### src/rtl/fb_scanout.sv
`default_nettype none
// ============================================================================
// fb_scanout : VRAM line prefetch, 1/2/4/8 bpp unpack, 1x/2x/4x scale, RGB888
// Rev 1.0
// ============================================================================
module fb_scanout #(
  parameter int H_ACTIVE   = 640,
  parameter int V_ACTIVE   = 480,
  parameter int V_TOTAL    = 525,
  parameter int WORD_W     = 32,
  parameter int ADDR_W     = 15,
  parameter int FIFO_DEPTH = 8
) (
  input  logic              clk,
  input  logic              rst_n,
  input  logic [9:0]        cx,
  input  logic [9:0]        cy,
  input  logic              cfg_we,
  input  logic [31:0]       cfg_d,
  output logic [31:0]       cfg_q,
  output logic              mem_rd,
  output logic [ADDR_W-1:0] mem_a,
  input  logic              mem_ready,
  input  logic [WORD_W-1:0] mem_spo,
  output logic [23:0]       pix_rgb,
  output logic              underrun
);

  localparam int WSH   = $clog2(WORD_W);
  localparam int SHW   = WSH + 3;
  localparam int PTR_W = $clog2(FIFO_DEPTH);
  localparam logic [9:0]     HA   = 10'(H_ACTIVE);
  localparam logic [9:0]     VA   = 10'(V_ACTIVE);
  localparam logic [9:0]     VL   = 10'(V_TOTAL - 1);
  localparam logic [PTR_W:0] FULL = (PTR_W+1)'(FIFO_DEPTH);

  typedef enum logic [0:0] {ST_IDLE = 1'b0, ST_REQ = 1'b1} state_t;

  function automatic logic [1:0] scale_sh(input logic [1:0] s);
    return (s == 2'd0) ? 2'd0 : (s == 2'd1) ? 2'd1 : 2'd2;
  endfunction

  logic [31:0]       r_pend, r_act;
  state_t            r_state;
  logic              r_mem_rd;
  logic [ADDR_W-1:0] r_addr;
  logic [15:0]       r_remain;
  logic [WORD_W-1:0] r_fifo [FIFO_DEPTH];
  logic [PTR_W:0]    r_wp, r_rp;
  logic              r_have, r_stall;
  logic [WORD_W-1:0] r_word;
  logic [WSH-1:0]    r_idx;
  logic [1:0]        r_rep;
  logic [23:0]       r_pix;
  logic              r_underrun;

  // The frame-edge trigger must already see the freshly shadowed config.
  logic              w_frame_edge;
  logic [31:0]       w_cfg;
  logic [9:0]        w_t;
  logic [1:0]        w_sh_n;
  logic [31:0]       w_wpl_n;
  logic [9:0]        w_row;
  logic [ADDR_W-1:0] w_load_addr;
  logic              w_load;

  assign w_frame_edge = (cx == HA) && (cy == VL);
  assign w_cfg        = w_frame_edge ? r_pend : r_act;
  assign w_t          = (cy == VL) ? 10'd0 : cy + 10'd1;
  assign w_sh_n       = scale_sh(w_cfg[4:3]);
  assign w_wpl_n      = (32'(H_ACTIVE) << w_cfg[2:1]) >> (32'(w_sh_n) + WSH);
  assign w_row        = w_t >> w_sh_n;
  assign w_load_addr  = w_cfg[16 +: ADDR_W] + ADDR_W'(32'(w_row) * w_wpl_n);
  assign w_load       = (cx == HA) && w_cfg[0] && (w_t < VA);

  logic w_empty, w_full, w_push, w_pop;
  assign w_empty = (r_wp == r_rp);
  assign w_full  = ((r_wp - r_rp) == FULL);
  assign w_push  = (r_state == ST_REQ) && mem_ready && !w_load;

  logic              w_act_px, w_starve, w_show, w_last_rep, w_last_idx;
  logic [1:0]        w_bpp_sel, w_rep_max;
  logic [WORD_W-1:0] w_word;
  logic [SHW-1:0]    w_shamt;
  logic [7:0]        w_bits;
  logic [23:0]       w_rgb;

  assign w_bpp_sel  = r_act[2:1];
  assign w_rep_max  = (scale_sh(r_act[4:3]) == 2'd0) ? 2'd0 :
                      (scale_sh(r_act[4:3]) == 2'd1) ? 2'd1 : 2'd3;
  assign w_act_px   = (cx < HA) && (cy < VA) && r_act[0];
  assign w_starve   = w_act_px && !r_stall && !r_have && w_empty;
  assign w_pop      = w_act_px && !r_stall && !r_have && !w_empty;
  assign w_show     = w_act_px && !r_stall && (r_have || !w_empty);
  assign w_word     = r_have ? r_word : r_fifo[r_rp[PTR_W-1:0]];
  assign w_shamt    = SHW'(r_idx) << w_bpp_sel;
  assign w_bits     = 8'(w_word >> w_shamt);
  assign w_last_rep = (r_rep == w_rep_max);
  assign w_last_idx = (r_idx == WSH'((WORD_W >> w_bpp_sel) - 1));

  always_comb begin
    w_rgb = 24'h0;
    case (w_bpp_sel)
      2'd0: w_rgb = {3{{8{w_bits[0]}}}};
      2'd1: w_rgb = {3{{4{w_bits[1:0]}}}};
      2'd2: w_rgb = {3{{2{w_bits[3:0]}}}};
      default: begin
        if (r_act[5])
          w_rgb = {3{w_bits}};
        else
          w_rgb = {w_bits[7:5], w_bits[7:5], w_bits[7:6],
                   w_bits[4:2], w_bits[4:2], w_bits[4:3],
                   {4{w_bits[1:0]}}};
      end
    endcase
  end

  always_ff @(posedge clk or negedge rst_n) begin
    if (!rst_n) begin
      r_pend <= 32'h0;
      r_act  <= 32'h0;
    end else begin
      if (cfg_we)
        r_pend <= {cfg_d[31:7], 1'b0, cfg_d[5:0]};
      if (w_frame_edge)
        r_act <= r_pend;
    end
  end

  always_ff @(posedge clk or negedge rst_n) begin
    if (!rst_n) begin
      r_state  <= ST_IDLE;
      r_mem_rd <= 1'b0;
      r_addr   <= '0;
      r_remain <= 16'd0;
    end else if (w_load) begin
      r_state  <= ST_IDLE;
      r_mem_rd <= 1'b0;
      r_addr   <= w_load_addr;
      r_remain <= w_wpl_n[15:0];
    end else begin
      case (r_state)
        ST_IDLE: begin
          if (r_act[0] && (r_remain != 16'd0) && !w_full) begin
            r_state  <= ST_REQ;
            r_mem_rd <= 1'b1;
          end
        end
        default: begin
          if (mem_ready) begin
            r_state  <= ST_IDLE;
            r_mem_rd <= 1'b0;
            r_addr   <= r_addr + ADDR_W'(1);
            r_remain <= r_remain - 16'd1;
          end
        end
      endcase
    end
  end

  always_ff @(posedge clk) begin
    if (w_push)
      r_fifo[r_wp[PTR_W-1:0]] <= mem_spo;
  end

  always_ff @(posedge clk or negedge rst_n) begin
    if (!rst_n) begin
      r_wp <= '0;
      r_rp <= '0;
    end else if (w_load) begin
      r_wp <= '0;
      r_rp <= '0;
    end else begin
      if (w_push) r_wp <= r_wp + (PTR_W+1)'(1);
      if (w_pop)  r_rp <= r_rp + (PTR_W+1)'(1);
    end
  end

  // After a starve the line stays dark until the next trigger re-aligns it.
  always_ff @(posedge clk or negedge rst_n) begin
    if (!rst_n) begin
      r_have  <= 1'b0;
      r_stall <= 1'b0;
      r_word  <= '0;
      r_idx   <= '0;
      r_rep   <= 2'd0;
    end else if (w_load) begin
      r_have  <= 1'b0;
      r_stall <= 1'b0;
      r_idx   <= '0;
      r_rep   <= 2'd0;
    end else if (w_act_px && !r_stall) begin
      if (!r_have && w_empty) begin
        r_stall <= 1'b1;
      end else begin
        if (!r_have) begin
          r_word <= w_word;
          r_have <= 1'b1;
        end
        if (w_last_rep) begin
          r_rep <= 2'd0;
          if (w_last_idx) begin
            r_idx  <= '0;
            r_have <= 1'b0;
          end else begin
            r_idx <= r_idx + WSH'(1);
          end
        end else begin
          r_rep <= r_rep + 2'd1;
        end
      end
    end
  end

  always_ff @(posedge clk or negedge rst_n) begin
    if (!rst_n) begin
      r_pix      <= 24'h0;
      r_underrun <= 1'b0;
    end else begin
      r_pix <= w_show ? w_rgb : 24'h0;
      if (w_starve)
        r_underrun <= 1'b1;
      else if (cfg_we && cfg_d[6])
        r_underrun <= 1'b0;
    end
  end

  assign cfg_q    = r_act;
  assign mem_rd   = r_mem_rd;
  assign mem_a    = r_addr;
  assign pix_rgb  = r_pix;
  assign underrun = r_underrun;

endmodule
`default_nettype wire

### config.mk
export PLATFORM = sky130hd
export DESIGN_NAME = fb_scanout
export DESIGN_NICKNAME = d
export VERILOG_FILES = /design/src/rtl/fb_scanout.sv
export SDC_FILE = /design/constraint.sdc
export NUM_CORES = 1
export LEC_CHECK = 0
export ABC_AREA = 1
export BUFFER_PORTS_ARGS = -buffer_cell sky130_fd_sc_hd__buf_4
export CAP_MARGIN = 20
export CORE_MARGIN = 2
export CORE_UTILIZATION = 40
export CTS_BUF_LIST = sky130_fd_sc_hd__clkbuf_4
export DETAILED_ROUTE_END_ITERATION = 7
export GPL_ROUTABILITY_DRIVEN = 0
export GPL_TIMING_DRIVEN = 0
export SYNTH_ARGS = -nofsm -noshare
export SYNTH_HDL_FRONTEND = slang
export SYNTH_SLANG_ARGS = --single-unit
### constraint.sdc
create_clock -name clk -period 12.3 [get_ports clk]
set_clock_uncertainty 0.2 [all_clocks]
set_input_delay 1.23 -clock clk [delete_from_list [all_inputs] [get_ports clk]]
set_output_delay 1.23 -clock clk [all_outputs]
set_load 0.005 [all_outputs]
==> results.yml <==
worst_setup_path:
  crit_slowest_cell: "fa_1"
  slowest_delay_ns: 0.57
  cp-start-kind: "input pin"
  path_class: "in -> reg"
  critPathMaxFanout: 10
  required_ns: 12.96
  crit_top_cell: "inv_1"
  cp.arrival_ns: 7.83
  critPathCaptureType: "flop"
place:
  preCtsSetupSlack_ns: 4.24
  io_buffers: 158
  place_hpwl_um: 50000
sta:
  fin_ws_ns: 5.13
  fin_tns_setup_ns: 0
  min_period_ns: 7.17
  fin_crit_sh: 0.583
  slew_viol_final: 0
  relSlewSlack: 0.384
  tightest_slew_ns: 0.923
  fmax_mhz: 140
  setup_viol: 0
  rsz0062_at_grt: "no"
  final-hold-violation-count: 0
synth:
  ys_seq_elements: 425
  ys_warn_count: 0
  synth-main-ff-cell: "edfxtp_1"
  seq_area_frac_synth: 0.501
  synth_cell_types: 68
  synth_area_sq_um: 23800
  synthArstFlopShare: 0.398
  syn_area_per_cell_sq_um: 8.78
  syn_inst: 2706
  synth_edf_count: 256
clock_network:
  clockBufferDepth: 3
  hold_buffers: 0
  numCtsBuffers: 115
  ctsRootBufferMaster: "clkbuf_4"
  postCtsResizedCells: 0
  postCtsSetupRepairBufs: 0
  cts_tree: "done"
  cts_num_sinks: 425
  clk-insertion-delay-late_ns: 0.94
  clkTransAtPathRegs_ns: 0.07
  htree_levels: 3
power:
  max-vdd-ir-drop_mv: 0.0792
  p_leak_uw: 0.0132
  power_density_nw_per_um2: 118
die:
  ios: 161
  rows: 89
  die_w_um: 248
  start_util: 0.403
  die_area_sq_um: 61400
  core_sq_um: 58900
  die_h_um: 248
layout:
  layout_common_cells: "742 x nand2_1, 370 x inv_1, 306 x nand3_1"
  final_nets: 3200
  fillers: 5636
  syn_to_final_growth_pct: 17.0
  final_common_cell: "nand2_1"
  drive_gt1_frac: 0.180
global_routing:
  grt_max_degree: 91
  overflow: 0
  antenna_found_initial: 5
  grt_first_pass_wirelength_um: 106000
  first_global_vias: 19400
  grt_usage: 0.224
route:
  drtIter0Drc: 1512
  drcViolationCount: 0
  vias: 19700
  firstDrtPassIters: 5
  ant_nets: 0
  routed_wl_um: 68500
  wl_per_cell_um: 17.6
  vias_per_cell: 5.08
min_path:
  hp-class: "in -> async"
run_status:
  status: "complete, no violations"
run:
  maxCapViolCount: 0
per-stage QoR:
stage / util / std cells / hold slack (ns) / cell area (sq um) / total power (uW)
floorplan: - / 2708 / 0.241 / 23800 / 1870
global placement: 0.440 / 3639 / 0.254 / 25900 / 2000
detailed placement: 0.446 / 3660 / 0.258 / 26300 / 2030
CTS: 0.472 / 3875 / 0.0651 / 27800 / 3320
global route: 0.472 / 3880 / 0.0778 / 27800 / 3450
finish: 0.472 / 3882 / 0.0925 / 27800 / 3280
Yosys cell counts, drive strengths merged, types with 3 or more instances:
cell    instances  area, sq um
a211oi          5         37.5
a21o            4         30.0
a21oi          53          284
a31oi           4         25.0
buf            72          480
clkbuf         36          135
dfrtp         169         4230
edfxtp        256         7690
fa             58         1160
ha             50          626
inv           393         1490
mux2            3         33.8
nand2         757         2900
nand3         319         1680
nand4          21          159
nor2          199          855
nor3           34          196
nor3b           3         22.5
o211ai         21          158
o21a            3         22.5
o21ai         125          641
o221ai          5         43.8
or2            50          313
xnor2          15          131
xor2           27          244
state kept, by name (all words and copies together), names as in the netlist, 2 cells and up:
| register | count |
|---|---|
| pix_rgb | 24 |
| r_rep | 2 |
| r_wp | 4 |
| r_pend | 31 |
| r_fifo | 256 |
| r_remain | 16 |
| r_word | 32 |
| mem_a | 15 |
| r_idx | 5 |
| r_rp | 4 |
| cfg_q | 31 |
power by group:
group / switching, uW / internal (uW)
Sequential: 47.1 / 1580
Clock: 647 / 633
Combinational: 225 / 151
Total: 919 / 2360
final timing paths:
kind / start / to / slack (ns) / depth (start not counted)
worst min register to register: r_word[10] / r_word[10] / 0.27 / 2
worst max register to register: cfg_q[1] / mem_a[14] / 5.84 / 30
worst max-delay path: cy[0] / mem_a[12] / 5.13 / 32
max in group asynchronous: rst_n / r_state / 10.83 / 2
worst min-delay path: rst_n / pix_rgb[2] / 0.09 / 1
min in group clk: r_word[10] / r_word[10] / 0.27 / 2
routing by layer:
metal	part of all wire	wire, um	global-route usage	up-vias
met4	0.026	1750	0.0833	2
met1	0.43	29600	0.297	9423
li1	-	-	-	9398
met5	0.00023	16	0	-
met2	0.47	32000	0.365	777
met3	0.074	5100	0.0425	137
critical path, delay by kind of cell:
kind                     cells  cell delay [ns]
buffers and inverters       10             1.04
AND/OR/NAND/NOR              8             1.17
AO/OA/AOI/OAI                7             1.16
adder cells (fa/ha/maj)      7             3.19
final cells by class:
class	count	area, sq um	area share
Antenna cell	7	17.5	0.000630
Buffer	108	616	0.0221
Clock buffer	159	1190	0.0429
Clock inverter	56	313	0.0113
Inverter	395	1500	0.0539
Multi-Input combinational cell	1780	9790	0.352
Sequential cell	425	11900	0.429
Tap cell	773	967	0.0348
Timing Repair Buffer	179	1490	0.0536
kinds of logic after synthesis:
kind of cell | synth area share
xor gates and xnor gates | 0.0158
DFF | 0.501
AOI/OAI and AO/OA | 0.0577
adders and majority gates | 0.0752
and+or+nand+nor | 0.259
muxes | 0.00142
other | 0.000316
buffers and inverters | 0.0889
Power figures use the tool's default switching activity.
